### config.mk
export PLATFORM = sky130hd
export DESIGN_NAME = program_loader_flat
export DESIGN_NICKNAME = d
export VERILOG_FILES = /design/src/rtl/program_loader_pkg.sv /design/src/rtl/program_loader_if.sv /design/src/rtl/program_loader_word_assembler.sv /design/src/rtl/program_loader.sv /design/src/flat_wrapper.sv
export SDC_FILE = /design/constraint.sdc
export NUM_CORES = 1
export LEC_CHECK = 0
export ABC_AREA = 1
export CELL_PAD_IN_SITES_DETAIL_PLACEMENT = 0
export CELL_PAD_IN_SITES_GLOBAL_PLACEMENT = 1
export CORE_MARGIN = 2
export CORE_UTILIZATION = 31
export CTS_CLUSTER_DIAMETER = 50
export CTS_CLUSTER_SIZE = 40
export DETAILED_ROUTE_END_ITERATION = 16
export HOLD_SLACK_MARGIN = 0.02
export PLACE_DENSITY = 0.71
export RECOVER_POWER = 25
export SLEW_MARGIN = 20
export SYNTH_ARGS = -nofsm -noshare
export SYNTH_HDL_FRONTEND = slang
export SYNTH_SLANG_ARGS = --single-unit
export TNS_END_PERCENT = 50
### constraint.sdc
create_clock -name clk -period 1.9 [get_ports clk]
set_input_delay 0.57 -clock clk [delete_from_list [all_inputs] [get_ports clk]]
set_output_delay 0.57 -clock clk [all_outputs]
set_load 0.01 [all_outputs]
### src/rtl/program_loader_pkg.sv
// rtl/program_loader_pkg.sv - shared state encoding and word geometry for the program loader
package program_loader_pkg;

   localparam int BYTES_PER_WORD = 4;
   localparam int WORD_BITS      = BYTES_PER_WORD * 8;
   localparam int BYTE_IDX_W     = 2;

   typedef enum logic [1:0] {
      IDLE  = 2'd0,
      RECV  = 2'd1,
      WRITE = 2'd2,
      DONE  = 2'd3
   } state_t;

endpackage

### src/rtl/program_loader_if.sv
// rtl/program_loader_if.sv - byte stream input and program-memory write port of the loader
interface program_loader_if #(
   parameter int DATA_WIDTH = 32
);
   logic [7:0]            byte_in;
   logic                  byte_valid;
   logic                  byte_ready;
   logic                  WriteEnable;
   logic [DATA_WIDTH-1:0] WriteAddress;
   logic [DATA_WIDTH-1:0] WriteData;

   modport master (
      input  byte_in,
      input  byte_valid,
      output byte_ready,
      output WriteEnable,
      output WriteAddress,
      output WriteData
   );

   modport slave (
      output byte_in,
      output byte_valid,
      input  byte_ready,
      input  WriteEnable,
      input  WriteAddress,
      input  WriteData
   );
endinterface

### src/rtl/program_loader_word_assembler.sv
// rtl/program_loader_word_assembler.sv - packs accepted bytes little-endian into one word
module word_assembler
   import program_loader_pkg::*;
(
   input  logic                 clk,
   input  logic                 reset,
   input  logic                 clear,
   input  logic                 byte_en,
   input  logic [7:0]           byte_in,
   output logic [WORD_BITS-1:0] word,
   output logic                 word_done
);

   logic [BYTE_IDX_W-1:0] idx_q, idx_d;
   logic [WORD_BITS-1:0]  word_q, word_d;

   always_comb begin
      idx_d     = idx_q;
      word_d    = word_q;
      word_done = 1'b0;
      if (clear) begin
         idx_d  = '0;
         word_d = '0;
      end else if (byte_en) begin
         word_d[{idx_q, 3'b000} +: 8] = byte_in;
         idx_d     = idx_q + BYTE_IDX_W'(1);
         word_done = (idx_q == BYTE_IDX_W'(BYTES_PER_WORD - 1));
      end
   end

   always_ff @(posedge clk) begin
      if (reset) begin
         idx_q  <= '0;
         word_q <= '0;
      end else begin
         idx_q  <= idx_d;
         word_q <= word_d;
      end
   end

   assign word = word_q;

endmodule

### src/rtl/program_loader.sv
// rtl/program_loader.sv - fills program memory from a byte stream while holding the core in reset
module program_loader
   import program_loader_pkg::*;
#(
   parameter int  MEMORY_DEPTH = 32,
   parameter int  DATA_WIDTH   = 32,
   localparam int CW           = $clog2(MEMORY_DEPTH) + 1
) (
   input  logic             clk,
   input  logic             reset,
   input  logic             start,
   input  logic [CW-1:0]    word_count,
   program_loader_if.master bus,
   output logic             busy,
   output logic             done,
   output logic             error,
   output logic             cpu_hold
);

   localparam logic [CW-1:0] DEPTH_C = CW'(MEMORY_DEPTH);

   state_t                state_q, state_d;
   logic [CW-1:0]         words_left_q, words_left_d;
   logic [DATA_WIDTH-1:0] addr_q, addr_d;
   logic                  error_q, error_d;

   logic                  byte_ready;
   logic                  byte_fire;
   logic                  asm_clear;
   logic                  word_done;
   logic [WORD_BITS-1:0]  word;

   assign byte_fire = bus.byte_valid & byte_ready;

   word_assembler u_word_assembler (
      .clk       (clk),
      .reset     (reset),
      .clear     (asm_clear),
      .byte_en   (byte_fire),
      .byte_in   (bus.byte_in),
      .word      (word),
      .word_done (word_done)
   );

   always_comb begin
      state_d      = state_q;
      words_left_d = words_left_q;
      addr_d       = addr_q;
      error_d      = error_q;
      asm_clear    = 1'b0;
      byte_ready   = 1'b0;
      busy         = 1'b0;
      done         = 1'b0;
      bus.WriteEnable = 1'b0;
      unique case (state_q)
         IDLE: begin
            if (start) begin
               if (word_count == '0) begin
                  error_d = 1'b0;
                  state_d = DONE;
               end else if (word_count > DEPTH_C) begin
                  error_d = 1'b1;
               end else begin
                  error_d      = 1'b0;
                  words_left_d = word_count;
                  addr_d       = '0;
                  asm_clear    = 1'b1;
                  state_d      = RECV;
               end
            end
         end
         RECV: begin
            busy       = 1'b1;
            byte_ready = 1'b1;
            if (word_done) begin
               state_d = WRITE;
            end
         end
         WRITE: begin
            busy            = 1'b1;
            bus.WriteEnable = 1'b1;
            words_left_d    = words_left_q - CW'(1);
            // The final word leaves the address on itself so it never points past the memory.
            if (words_left_q == CW'(1)) begin
               state_d = DONE;
            end else begin
               addr_d  = addr_q + DATA_WIDTH'(BYTES_PER_WORD);
               state_d = RECV;
            end
         end
         DONE: begin
            busy    = 1'b1;
            done    = 1'b1;
            state_d = IDLE;
         end
         default: state_d = IDLE;
      endcase
   end

   always_ff @(posedge clk) begin
      if (reset) begin
         state_q      <= IDLE;
         words_left_q <= '0;
         addr_q       <= '0;
         error_q      <= 1'b0;
      end else begin
         state_q      <= state_d;
         words_left_q <= words_left_d;
         addr_q       <= addr_d;
         error_q      <= error_d;
      end
   end

   assign bus.byte_ready   = byte_ready;
   assign bus.WriteAddress = addr_q;
   assign bus.WriteData    = DATA_WIDTH'(word);
   assign error            = error_q;
   assign cpu_hold         = busy;

endmodule

### src/flat_wrapper.sv
// flat-port wrapper written by rule: the top's interface ports become plain ports
module program_loader_flat import program_loader_pkg::*;
#(
   parameter int  MEMORY_DEPTH = 32,
   parameter int  DATA_WIDTH   = 32,
   localparam int CW           = $clog2(MEMORY_DEPTH) + 1
)
  (clk, reset, start, word_count, busy, done, error, cpu_hold, bus_byte_in, bus_byte_valid, bus_byte_ready, bus_WriteEnable, bus_WriteAddress, bus_WriteData);
  program_loader_if #(.DATA_WIDTH(DATA_WIDTH)) bus_i ();
  input  logic clk;
  input  logic reset;
  input  logic start;
  input  logic [CW-1:0] word_count;
  output logic busy;
  output logic done;
  output logic error;
  output logic cpu_hold;
  input wire logic [$bits(bus_i.byte_in)-1:0] bus_byte_in;
  input wire logic [$bits(bus_i.byte_valid)-1:0] bus_byte_valid;
  output wire logic [$bits(bus_i.byte_ready)-1:0] bus_byte_ready;
  output wire logic [$bits(bus_i.WriteEnable)-1:0] bus_WriteEnable;
  output wire logic [$bits(bus_i.WriteAddress)-1:0] bus_WriteAddress;
  output wire logic [$bits(bus_i.WriteData)-1:0] bus_WriteData;
  assign bus_i.byte_in = bus_byte_in;
  assign bus_i.byte_valid = bus_byte_valid;
  assign bus_byte_ready = bus_i.byte_ready;
  assign bus_WriteEnable = bus_i.WriteEnable;
  assign bus_WriteAddress = bus_i.WriteAddress;
  assign bus_WriteData = bus_i.WriteData;
  program_loader #(.MEMORY_DEPTH(MEMORY_DEPTH), .DATA_WIDTH(DATA_WIDTH)) u_core (.clk(clk), .reset(reset), .start(start), .word_count(word_count), .bus(bus_i), .busy(busy), .done(done), .error(error), .cpu_hold(cpu_hold));
endmodule
======== Word-level counts from Yosys, hierarchy flattened ========
Index checks and enable logic that the tools add are counted.
word-level totals
  register bits after elaboration ......... 75
  word-level logic and storage cells ...... 62
cells by class
  bitwise operators ....................... 1
  $add $sub $neg .......................... 4
  $lt $le $gt $ge ......................... 1
  equality and inequality tests ........... 11
  shift operators ......................... 2
  reduce and logical (&&, ||, !) cells .... 9
  mux-type cells .......................... 28
operators by type and width
  cell                                                                     count
  32-bit two-way mux                                                       4
  32-bit case mux with 2 select lines                                      1
  32-bit by 3-bit adder with 32-bit output (second input constant)         1
  32-bit bitwise mux                                                       1
  8-bit by 7-bit variable shift with 32-bit output (first input constant)  1
  8-bit by 7-bit indexed part select with 32-bit output                    1
  6-bit two-way mux                                                        3
  1-bit two-way mux                                                        12
  6-bit case mux with 2 select lines                                       1
  2-bit two-way mux                                                        5
  2-bit != test (second input constant)                                    5
  2-bit case mux with 4 select lines                                       1
  5-bit negator with 7-bit output                                          1
  2-bit == test (second input constant)                                    3
  6-bit by 1-bit == test with 1-bit output (second input constant)         1
  6-bit greater-than comparator (second input constant)                    1
  6-bit zero test                                                          1
  6-bit by 1-bit subtractor with 6-bit output (second input constant)      1
  5-bit AND reduction                                                      1
  4-bit AND reduction                                                      1
  3-bit by 2-bit != test with 1-bit output (second input constant)         1
  3-bit AND reduction                                                      1
  3-bit OR reduction                                                       1
  2-bit by 1-bit adder with 2-bit output (second input constant)           1
  other kinds (6)                                                          6

======== Depth between registers and ports, before layout ========
  depth in word-level cells ............... 8
  depth in mapped cells ................... 11
  depth with buffers taken out ............ 10

======== Modules after synthesis ========
Synthesis repeated with hierarchy kept, for this count alone.
unflattened totals
  cells, all modules ...................... 686
  area total of the unflattened synthesis .. 4165.2 um^2
by module, submodules not included
  module          cells an instance  sequential area each (um^2)  times used  area an instance (um^2)
  program_loader  476                780.7                        1           2661.3
  word_assembler  210                680.7                        1           1503.9

======== Worst setup path before layout ========
OpenSTA, ideal clock, no wires.
  kind .................................... register -> register
  start point ............................. register u_core.u_word_assembler.idx_q[0]
  end point ............................... register u_core.u_word_assembler.word_q[12] (netlist: u_core.u_word_assembler.word[12])
  buffers on the path ..................... 2
  clock period less this slack ............ 1.848 ns
  setup slack ............................. 0.052 ns
  cell stages (with the launch flop) ...... 11
  arrival time ............................ 1.784 ns
  cells stage by stage .................... dfxtp_1 > inv_1 > clkbuf_1 > ha_1 > inv_1 > nor2_1 > clkbuf_1 > nand3_1 > nand2_1 > o21ai_0 > nor2_1
on the way
  cells in the longest elaborated chain, start to end .. 3
  elaborated cells on any way between the ends .. 4
RTL lines
  what                                                                                                                       line                                 text
  start: declaration                                                                                                         program_loader_word_assembler.sv:14  logic [BYTE_IDX_W-1:0] idx_q, idx_d;
  start signal: assignment                                                                                                   program_loader_word_assembler.sv:36  idx_q <= idx_d;
  5-bit negator with 7-bit output (*)                                                                                        program_loader_word_assembler.sv:25  word_d[{idx_q, 3'b000} +: 8] = byte_in;
  8-bit by 7-bit indexed part select with 32-bit output or 8-bit by 7-bit variable shift with 32-bit output (tied branches)  program_loader_word_assembler.sv:25
  32-bit bitwise mux (*)                                                                                                     program_loader_word_assembler.sv:25
  end signal: assignment                                                                                                     program_loader_word_assembler.sv:37  word_q <= word_d;
  end: declaration                                                                                                           program_loader_word_assembler.sv:15  logic [WORD_BITS-1:0] word_q, word_d;
Mark *: on every way between the ends. The rest lies on a longest branch, timed or not.
A chain may end at the register's enable or synchronous reset.

======== Final worst setup path ========
  start point ............................. register u_core.addr_q[24] (netlist: u_core.bus.WriteAddress[24])
  end point ............................... output bus_WriteAddress[24]
RTL lines
  what                      line                   text
  start: declaration        program_loader.sv:24   logic [DATA_WIDTH-1:0] addr_q, addr_d;
  start signal: assignment  program_loader.sv:109  addr_q <= addr_d;
  end: declaration          flat_wrapper.sv:22     output wire logic [$bits(bus_i.WriteAddress)-1:0] bus_WriteAddress;
No word-level cell between the ends.

==> impl_metrics.py <==
metrics = {
    "sta": {
        "finalSetupViolations": 0,
        "worst_clock_skew_ns": 0.00670,
        "drv_slew": 0,
        "fin_crit_ns": 1.84,
        "max_freq_mhz": 543,
        "timing.setup.tns_ns": 0,
        "setup_ws_ns": 0.0593,
        "finalHoldViolCount": 0,
        "fin_crit_sh_pct": 96.9,
        "hold_slack_ns": 0.464,
    },
    "finish": {
        "layout.cells.non_filler": 790,
        "layout_common_cells": "103 x nand2_1, 91 x nor2_1, 74 x clkdlybuf4s50_1, 54 x dfxtp_1, 52 x a21oi_1",
        "antenna_cells": 0,
        "final_area_um2": 5300,
        "num-nets-final": 669,
        "layout_commonest_cell": "nand2_1",
        "drive_gt1_share_pct": 13.8,
        "synthToLayoutAreaGrowth_pct": 45.1,
        "final_core_util_pct": 46.2,
        "fill_cells": 1163,
    },
    "route": {
        "drt_iter0_drc": 164,
        "dr.pass1.iters": 4,
        "postRouteAntennaNets": 0,
        "vias_per_cell": 4.84,
        "routed_wl_mm": 10.6,
        "vias": 3823,
        "wire_per_inst_um": 13.4,
        "drc": 0,
    },
    "power_and_ir_drop": {
        "intPower_mw": 3.11,
        "p_total_mw": 4.18,
        "power_frac_clock_pct": 44.9,
        "swShare_pct": 25.6,
        "powerDensity_nw_per_um2": 790,
        "p_leak_nw": 2.07,
        "p_sw_mw": 1.07,
        "vdd.ir_drop.worst_mv": 0.571,
        "power_frac_comb_pct": 16.9,
        "seqPwrFrac_pct": 38.1,
    },
    "yosys": {
        "synth_flop_cell": "dfxtp_1",
        "avgSynthCellArea_um2": 6.85,
        "synth_edf_count": 0,
        "ys_seq_elements": 73,
        "synthArstFlopShare_pct": 0,
        "synthCells": 533,
        "synth_warnings": 0,
        "ys_types": 33,
        "syn_area_um2": 3650,
        "synth_seq_area_share_pct": 40.0,
    },
    "global_routing": {
        "grt_max_degree": 35,
        "grt_overflow": 0,
        "grt_pass1_wl_mm": 17.4,
        "antenna_found_initial": 0,
        "grt.total_usage_pct": 16.9,
        "grt_pass1_vias": 3634,
    },
    "placement": {
        "pre_cts_ws_ns": -0.297,
        "dpl-instance-area_um2": 4880,
        "hpwl_mm": 7.73,
        "portBuffers": 85,
        "place_inst": 774,
        "gp_congestion": 0.822,
    },
    "setup_path": {
        "required_ns": 1.33,
        "rrSetupSlack_ns": 0.20,
        "end_kind": "output pin",
        "crit_fanout": 5,
        "crit_path_top_delay_cell": "clkdlybuf4s50_1",
        "critPathBufInv": 1,
        "critical_path_class": "reg -> out",
        "cp-start-kind": "register",
        "path_cells": "clkdlybuf4s50_1",
        "crit_path_max_incr_delay_ns": 0.56,
        "crit_family": "buffers and inverters",
        "critical_path_arrival_ns": 1.27,
    },
    "clock_network": {
        "clk_latency_ns": 0.33,
        "tritoncts": "yes",
        "cts.sinks": 73,
        "cts_made_buffers": 9,
        "htree_levels": 3,
        "clockBufferDepth": 2,
        "clkTransAtPathRegs_ns": 0.06,
        "cts-root-buf": "clkbuf_16",
    },
    "floorplan": {
        "die_h_um": 113,
        "start_util_pct": 31.8,
        "die_w_um": 113,
        "io-pin-count": 88,
        "dieArea_um2": 12700,
        "rows": 39,
        "core_um2": 11500,
    },
    "outcome": {
        "status": "complete, no violations",
    },
    "worst_hold_path": {
        "hold_class": "reg -> reg",
    },
    "job": {
        "maxCapViolations": 0,
    },
}
[final timing paths]
kind	from	cells past startpoint	end
min	u_core.words_left_q[5]$_SDFFE_PP0P_	2	u_core.words_left_q[5]$_SDFFE_PP0P_
max reg2reg	u_core.bus.WriteAddress[2]$_SDFFE_PP0P_	9	u_core.bus.WriteAddress[16]$_SDFFE_PP0P_
max	u_core.bus.WriteAddress[24]$_SDFFE_PP0P_	1	bus_WriteAddress[24]
min reg2reg	u_core.words_left_q[5]$_SDFFE_PP0P_	2	u_core.words_left_q[5]$_SDFFE_PP0P_
[Yosys cell counts, types with 2 or more instances]
cell type | instances | area [µm²]
a32oi_1 | 3 | 26.3
o21ai_0 | 35 | 175
nor3b_1 | 2 | 15.0
nand3_1 | 44 | 220
buf_2 | 9 | 45.0
nor2_4 | 2 | 22.5
inv_1 | 45 | 169
nand4_1 | 24 | 150
a21oi_1 | 52 | 260
nand2_1 | 103 | 387
ha_1 | 8 | 100
nor2_1 | 97 | 364
buf_4 | 6 | 45.0
xor2_1 | 3 | 26.3
clkbuf_1 | 5 | 18.8
inv_2 | 3 | 11.3
nor3_1 | 3 | 15.0
dfxtp_1 | 73 | 1460
nand2_2 | 2 | 12.5
[logic make-up (layout without fill, tap and decap cells)]
family / Yosys count / after routing / synth area share (%)
other: 1 / 2 / 0.103
and+or+nand+nor: 282 / 282 / 34.1
buffers and inverters: 71 / 184 / 8.43
AOI/OAI and AO/OA: 95 / 95 / 13.9
DFF: 73 / 73 / 40.0
adders and majority gates: 8 / 8 / 2.74
xor gates and xnor gates: 3 / 3 / 0.720
[timing repair]
| action | 4_1_cts | 5_1_grt |
|---|---|---|
| hold buffers | 0 | 0 |
| gates resized for setup | 20 | 25 |
| pin swaps | 1 | 6 |
| buffers inserted | 1 | 0 |
| endpoints found under the setup margin | 16 | 75 |
[worst reg2reg max path, cell delays in order (launching register included)]
cell and delay [ns]:
dfxtp_1 0.33, ha_1 0.19, nand3_1 0.15, inv_1 0.13, nand2_1 0.09, buf_4 0.15
nor2_2 0.12, nand4_1 0.16, nor3_1 0.20, nor2_1 0.06
[area by class of cell]
cell class | instances | area, µm² | share of cell area, %
tap | 143 | 179 | 3.38
timing repair buffer | 120 | 1170 | 22.1
clock inverter | 2 | 60.1 | 1.13
inverter | 49 | 184 | 3.47
sequential | 73 | 1490 | 28.1
multi-input combinational | 390 | 1940 | 36.7
clock buffer | 13 | 270 | 5.10
[state kept, by name, indices dropped and copies added (netlist names)]
register,count
u_core.words_left_q,6
u_core.error,1
u_core.u_word_assembler.idx_q,2
u_core.bus.WriteAddress,30
u_core.state_q,2
u_core.u_word_assembler.word,32
[power groups by stage]
stage	combinational [mW]	clock (mW)	sequential, mW
floorplan	0.400	0	1.63
global placement	0.680	0	1.63
detailed placement	0.695	0	1.63
CTS	0.695	1.93	1.59
global route	0.784	2.00	1.60
finish	0.709	1.88	1.60
[metal layers]
metal	global-route usage, %	up-vias	share of wire (%)
met5	0	-	0
met4	5.12	0	1.2
met3	4.27	11	4.7
met2	28.8	95	49
met1	21.0	1742	45
li1	-	1975	-
(Power assumes the default switching activity.)
